===== src/rtl/led_pulse_pkg.sv =====
// Shared constants for the LED pulse stretcher: FSM state encoding and the 1 ms tick period.
package led_pulse_pkg;

  localparam logic [1:0] ST_IDLE = 2'd0;
  localparam logic [1:0] ST_ON   = 2'd1;
  localparam logic [1:0] ST_GAP  = 2'd2;

  // 50 MHz master clock -> 50000 cycles per 1 ms tick
  localparam int TICK_PERIOD_1MS = 50000;

endpackage


===== src/rtl/led_pulse_stretcher_if.sv =====
// Event-in / LED-status bundle between chronometer control (master) and the stretcher (slave).
interface led_pulse_stretcher_if #(
    parameter int PEND_W = 3
);
    logic              event_in;
    logic              led;
    logic              busy;
    logic [PEND_W-1:0] pending;
    logic              overflow;

    modport master (output event_in, input led, busy, pending, overflow);
    modport slave  (input event_in, output led, busy, pending, overflow);
endinterface


===== src/rtl/ms_tick_prescaler.sv =====
// Divides clk_ms down to a one-cycle tick every TICK_PERIOD cycles; clear restarts the count.
module ms_tick_prescaler
    import led_pulse_pkg::*;
#(
    parameter int TICK_PERIOD = TICK_PERIOD_1MS
) (
    input  logic clk_ms,
    input  logic reset,
    input  logic clear,
    output logic tick
);
    localparam int            W    = (TICK_PERIOD > 1) ? $clog2(TICK_PERIOD) : 1;
    localparam logic [W-1:0]  LAST = W'(TICK_PERIOD - 1);

    logic [W-1:0] count;

    // NOTE: sequential state is always assigned with <= so every flop samples pre-edge values.
    always_ff @(posedge clk_ms) begin
        if (reset || clear)
            count <= '0;
        else if (count == LAST)
            count <= '0;
        else
            count <= count + 1'b1;
    end

    assign tick = (count == LAST);
endmodule


===== src/rtl/led_pulse_stretcher.sv =====
// Turns rising edges on event_in into ON_TICKS ms LED flashes with an OFF_TICKS ms dark gap, queueing extras.
// Optional LED_PULSE_RETRIGGER_EN: an edge during ON restarts the ON timer instead of queueing.
module led_pulse_stretcher
    import led_pulse_pkg::*;
#(
    parameter int TICK_PERIOD = TICK_PERIOD_1MS,
    parameter int ON_TICKS    = 100,
    parameter int OFF_TICKS   = 100,
    parameter int PEND_W      = 3
) (
    input  logic                 clk_ms,
    input  logic                 reset,
    led_pulse_stretcher_if.slave bus
);
    localparam int MAX_TICKS = (ON_TICKS > OFF_TICKS) ? ON_TICKS : OFF_TICKS;
    localparam int CNT_W     = $clog2(MAX_TICKS + 1);
    localparam logic [CNT_W-1:0] ON_LAST  = CNT_W'(ON_TICKS - 1);
    localparam logic [CNT_W-1:0] OFF_LAST = CNT_W'(OFF_TICKS - 1);

    logic [1:0]        state, state_next;
    logic [CNT_W-1:0]  tick_cnt, tick_cnt_next;
    logic [PEND_W-1:0] pending_q;
    logic              event_d, ev_edge;
    logic              led_q, busy_q, overflow_q;
    logic              tick, clear, start, retrig, deq, enq;

    ms_tick_prescaler #(.TICK_PERIOD(TICK_PERIOD)) u_prescaler (
        .clk_ms (clk_ms),
        .reset  (reset),
        .clear  (clear),
        .tick   (tick)
    );

    assign ev_edge = bus.event_in & ~event_d;

    // NOTE: every always_comb output gets a default first so no path can infer a latch.
    always_comb begin
        state_next    = state;
        tick_cnt_next = tick_cnt;
        start         = 1'b0;
        retrig        = 1'b0;
        case (state)
            ST_IDLE: begin
                if (ev_edge || (pending_q != '0)) begin
                    state_next    = ST_ON;
                    tick_cnt_next = '0;
                    start         = 1'b1;
                end
            end
            ST_ON: begin
`ifdef LED_PULSE_RETRIGGER_EN
                retrig = ev_edge;
`endif
                if (retrig) begin
                    tick_cnt_next = '0;
                end else if (tick) begin
                    if (tick_cnt == ON_LAST) begin
                        state_next    = ST_GAP;
                        tick_cnt_next = '0;
                    end else begin
                        tick_cnt_next = tick_cnt + 1'b1;
                    end
                end
            end
            ST_GAP: begin
                if (tick) begin
                    if (tick_cnt == OFF_LAST) begin
                        state_next    = ST_IDLE;
                        tick_cnt_next = '0;
                    end else begin
                        tick_cnt_next = tick_cnt + 1'b1;
                    end
                end
            end
            default: begin
                state_next    = ST_IDLE;
                tick_cnt_next = '0;
            end
        endcase
    end

    // Prescaler restarts on every state change so each phase spans whole ticks.
    assign clear = (state == ST_IDLE) || (state_next != state) || retrig;
    assign deq   = start && (pending_q != '0);
    assign enq   = ev_edge && !(start && (pending_q == '0)) && !retrig;

    always_ff @(posedge clk_ms) begin
        if (reset) begin
            state      <= ST_IDLE;
            tick_cnt   <= '0;
            pending_q  <= '0;
            event_d    <= 1'b0;
            led_q      <= 1'b0;
            busy_q     <= 1'b0;
            overflow_q <= 1'b0;
        end else begin
            event_d  <= bus.event_in;
            state    <= state_next;
            tick_cnt <= tick_cnt_next;
            led_q    <= (state_next == ST_ON);
            busy_q   <= (state_next != ST_IDLE);
            case ({enq, deq})
                2'b10: begin
                    if (pending_q == '1)
                        overflow_q <= 1'b1;
                    else
                        pending_q <= pending_q + 1'b1;
                end
                2'b01:   pending_q <= pending_q - 1'b1;
                default: ;
            endcase
        end
    end

    assign bus.led      = led_q;
    assign bus.busy     = busy_q;
    assign bus.pending  = pending_q;
    assign bus.overflow = overflow_q;
endmodule

===== src/flat_wrapper.sv =====
// flat-port wrapper written by rule: the top's interface ports become plain ports
module led_pulse_stretcher_flat import led_pulse_pkg::*;
#(
    parameter int TICK_PERIOD = TICK_PERIOD_1MS,
    parameter int ON_TICKS    = 100,
    parameter int OFF_TICKS   = 100,
    parameter int PEND_W      = 3
)
  (clk_ms, reset, bus_event_in, bus_led, bus_busy, bus_pending, bus_overflow);
  led_pulse_stretcher_if #(.PEND_W(PEND_W)) bus_i ();
  input  logic clk_ms;
  input  logic reset;
  input wire logic [$bits(bus_i.event_in)-1:0] bus_event_in;
  output wire logic [$bits(bus_i.led)-1:0] bus_led;
  output wire logic [$bits(bus_i.busy)-1:0] bus_busy;
  output wire logic [$bits(bus_i.pending)-1:0] bus_pending;
  output wire logic [$bits(bus_i.overflow)-1:0] bus_overflow;
  assign bus_i.event_in = bus_event_in;
  assign bus_led = bus_i.led;
  assign bus_busy = bus_i.busy;
  assign bus_pending = bus_i.pending;
  assign bus_overflow = bus_i.overflow;
  led_pulse_stretcher #(.TICK_PERIOD(TICK_PERIOD), .ON_TICKS(ON_TICKS), .OFF_TICKS(OFF_TICKS), .PEND_W(PEND_W)) u_core (.clk_ms(clk_ms), .reset(reset), .bus(bus_i));
endmodule

===== config.mk =====
export PLATFORM = sky130hd
export DESIGN_NAME = led_pulse_stretcher_flat
export DESIGN_NICKNAME = d
export VERILOG_FILES = /design/src/rtl/led_pulse_pkg.sv /design/src/rtl/led_pulse_stretcher_if.sv /design/src/rtl/ms_tick_prescaler.sv /design/src/rtl/led_pulse_stretcher.sv /design/src/flat_wrapper.sv
export SDC_FILE = /design/constraint.sdc
export NUM_CORES = 1
export LEC_CHECK = 0
export BUFFER_PORTS_ARGS = -buffer_cell sky130_fd_sc_hd__buf_4
export CAP_MARGIN = 20
export CELL_PAD_IN_SITES_DETAIL_PLACEMENT = 1
export CELL_PAD_IN_SITES_GLOBAL_PLACEMENT = 2
export CORE_MARGIN = 1.5
export CORE_UTILIZATION = 41
export DETAILED_ROUTE_END_ITERATION = 10
export PLACE_DENSITY = 0.88
export SYNTH_ARGS = -nofsm -noshare
export SYNTH_HDL_FRONTEND = slang
export SYNTH_SLANG_ARGS = --single-unit

===== constraint.sdc =====
create_clock -name clk_ms -period 5.7 [get_ports clk_ms]
set_clock_uncertainty 0.2 [all_clocks]
set_input_delay 0.285 -clock clk_ms [delete_from_list [all_inputs] [get_ports clk_ms]]
set_output_delay 0.285 -clock clk_ms [all_outputs]
set_load 0.05 [all_outputs]

==> reports/metrics.yaml <==
outcome: "complete, no violations"
synth.largest_area_cell: "sky130_fd_sc_hd__dfxtp_1"
critical_path.startpoint_type: "flop"
number_of_global_route_vias_before_repair: 1246
final.setup.worst_slack_ns: 3.51
p_per_area_nw_per_um2: 422
clock_latency_on_the_worst_skew_pair_ns: 0.29
floorplan.die_area_um2: 4360
max_cap_viol_count: 0
worst_path_largest_cell_delay_ns: 0.44
synth_unique_cells: 43
place.port_buffers: 8
worstReg2RegStart: "u_core.state[1]$_SDFF_PP0_"
critical_path.endpoint_type: "flop"
unrepaired_setup_endpoints_after_global_routing: "no"
floorplan.core_area_um2: 3740
cts_setup_buffers: 0
tritoncts_num_sinks: 32
fmaxAchievable_ghz: 0.458
clk_root_buffer_cell: "sky130_fd_sc_hd__clkbuf_8"
yosys.cell_count.top_type: "sky130_fd_sc_hd__dfxtp_1"
synth_seq_cells: 32
fp.dieW_um: 66.1
detail-route-antenna-nets: 0
chipHeight_um: 66.1
final.period_utilization_pct: 38.3
netlist_top_cells_count: "sky130_fd_sc_hd__dfxtp_1, sky130_fd_sc_hd__nor2_1, sky130_fd_sc_hd__xnor2_1"
dpl.hpwl_mm: 2.49
syn_area_per_cell_um2: 9.65
nNetsFinal: 191
post_cts.resized_instances: 0
post_synth_instance_area_um2: 1630
yosysTopAreaCellShare_pct: 39.3
worstHoldStart: "bus_event_in"
route.detailed.wl_per_inst_um: 14.4
timing.critical_path.from: "u_core.state[1]$_SDFF_PP0_"
cts-root-to-sink-buffers: 2
gr-total-overflow: 0
tritoncts: "built"
postSynthNetCount: 179
floorplan.io_pins: 9
initial_antenna_violation_count: 0
drc_markers: 0
finalCriticalPeriod_ns: 2.19
placementRows: 22
min_path_type: "in -> reg"
synth_top_flop_cell: "sky130_fd_sc_hd__dfxtp_1"
preCtsSetupSlack_ns: 3.53
largest_net_degree_at_the_start_of_global_routing: 17
area_delta_synth_final_pct: 12.7
routed_wirelength_mm: 3.30
async_flop_share_pct: 0
post_synthesis_cells: 169
worst-endpoint-required_ns: 5.68
timing.setup.tns_ns: 0
crit_chain: "inv_1 > ha_1 > nand3b_1 > fa_1 > mux2i_1 > xnor2_1 > nor2_1"
cpLargestDelayFamily: "adder cells"
h-tree-depth: 2
worst-slew-pin-transition_ns: 0.620
cts_hold_buffers: 0
gp_congestion: 0.780
number_of_buffers_created_by_cts: 5
detail_route.iter0.violations: 41
maxSlewViolCount: 0
synth_edf_count: 0
yosysWarningCount: 0
critical_path.n_buffers_inverters: 1
worst_slew_margin_rel_pct: 58.6
wp_data_arrival_ns: 2.17
global_route.usage.total_pct: 17.7
cell_types_occupying_the_most_area_after_synthesis: "sky130_fd_sc_hd__dfxtp_1, sky130_fd_sc_hd__xnor2_1, sky130_fd_sc_hd__xor2_1, sky130_fd_sc_hd__nor2_1, sky130_fd_sc_hd__ha_1"
effective_utilization_at_floorplan_pct: 43.5
p_leak_nw: 0.689
setup-violations-final: 0
setup_cp_type: "reg -> reg"
regArea_um2: 641
via_count: 1228
multiInputGateArea_um2: 943
vdd_drop_max_uv: 277
path_max_fanout: 7
router_iterations_before_antenna_repair: 6
crit_slowest_cell: "sky130_fd_sc_hd__fa_1"
share_of_post_route_cells_with_drive_strength_above_1_pct: 18.7
nFillCells: 459
antenna-diode-count: 0
first_pass_grt_wire_length_mm: 5.77
final_hold_viol_count: 0
vias_per_cell: 5.34
clk_pin_slew_worst_paths_ns: 0.07
synth_seq_area_share_pct: 39.3
[kinds of logic (layout without fill, tap and decap cells)]
| family | after synthesis | in the layout | share of synthesized area (%) |
|---|---|---|---|
| muxes | 1 | 1 | 0.614 |
| xor gates and xnor gates | 22 | 22 | 11.8 |
| adders and majority gates | 7 | 7 | 5.83 |
| AOI/OAI and AO/OA | 17 | 17 | 9.82 |
| and+or+nand+nor | 80 | 80 | 29.8 |
| DFF | 32 | 32 | 39.3 |
| buffers and inverters | 10 | 23 | 2.84 |
[power breakdown]
group	internal [mW]	total [mW]	switching [mW]
combinational	0.0996	0.282	0.182
sequential	0.249	0.280	0.0319
clock	0.130	0.214	0.0844
[flip-flops by register name, indices dropped and copies added, names as in the netlist]
name and flops:
u_core.u_prescaler.count 16, u_core.state 2, u_core.bus.pending 3, u_core.bus.busy 1
u_core.bus.led 1, u_core.bus.overflow 1, u_core.event_d 1, u_core.tick_cnt 7
[per-stage QoR]
step,util [%],std cells,area (um2),hold slack [ns],power [mW]
after floorplan,-,169,1630,0.213,0.500
after global placement,46.2,222,1730,0.236,0.552
after detailed placement,46.2,222,1730,0.255,0.570
after CTS,49.1,230,1840,0.0233,0.787
after global routing,49.1,230,1840,0.0474,0.819
final,49.1,230,1840,0.0263,0.776
[layer usage]
metal	share of wire, %	track usage [%]	vias to the layer above
li1	-	-	612
met1	44	20.8	601
met2	51	29.7	9
met3	3.1	5.62	6
met4	1.8	7.65	0
met5	0	0	-
[cell type report]
cell class | count | share of cell area, %
multi-input cells | 127 | 51.3
repair buffers | 8 | 3.27
flip-flops and latches | 32 | 34.9
clock inverters | 2 | 1.91
inverters | 7 | 1.43
well taps | 48 | 3.27
clock buffers | 6 | 3.95
[worst paths after layout]
check                                           endpoint  slack, ns  cells past startpoint
hold reg to reg   u_core.u_prescaler.count[0]$_SDFF_PP0_       0.27                      1
setup reg to reg      u_core.bus.pending[2]$_SDFFE_PP0P_       3.51                      7
hold / removal                 u_core.event_d$_SDFF_PP0_       0.03                      2
setup / recovery      u_core.bus.pending[2]$_SDFFE_PP0P_       3.51                      7
[layout by cell type, fill, tap and decap left out, types with 2 or more instances in the layout]
cell type,count
sky130_fd_sc_hd__a211oi_1,2
sky130_fd_sc_hd__and3_1,10
sky130_fd_sc_hd__and4_1,2
sky130_fd_sc_hd__and4bb_1,2
sky130_fd_sc_hd__buf_4,8
sky130_fd_sc_hd__clkbuf_8,5
sky130_fd_sc_hd__dfxtp_1,32
sky130_fd_sc_hd__ha_1,6
sky130_fd_sc_hd__inv_1,7
sky130_fd_sc_hd__nand2_1,7
sky130_fd_sc_hd__nand3_1,10
sky130_fd_sc_hd__nand4_1,4
sky130_fd_sc_hd__nor2_1,23
sky130_fd_sc_hd__nor2_2,10
sky130_fd_sc_hd__nor3_1,2
sky130_fd_sc_hd__o21ai_0,3
sky130_fd_sc_hd__xnor2_1,12
sky130_fd_sc_hd__xor2_1,10
Power figures use the tool's default switching activity.
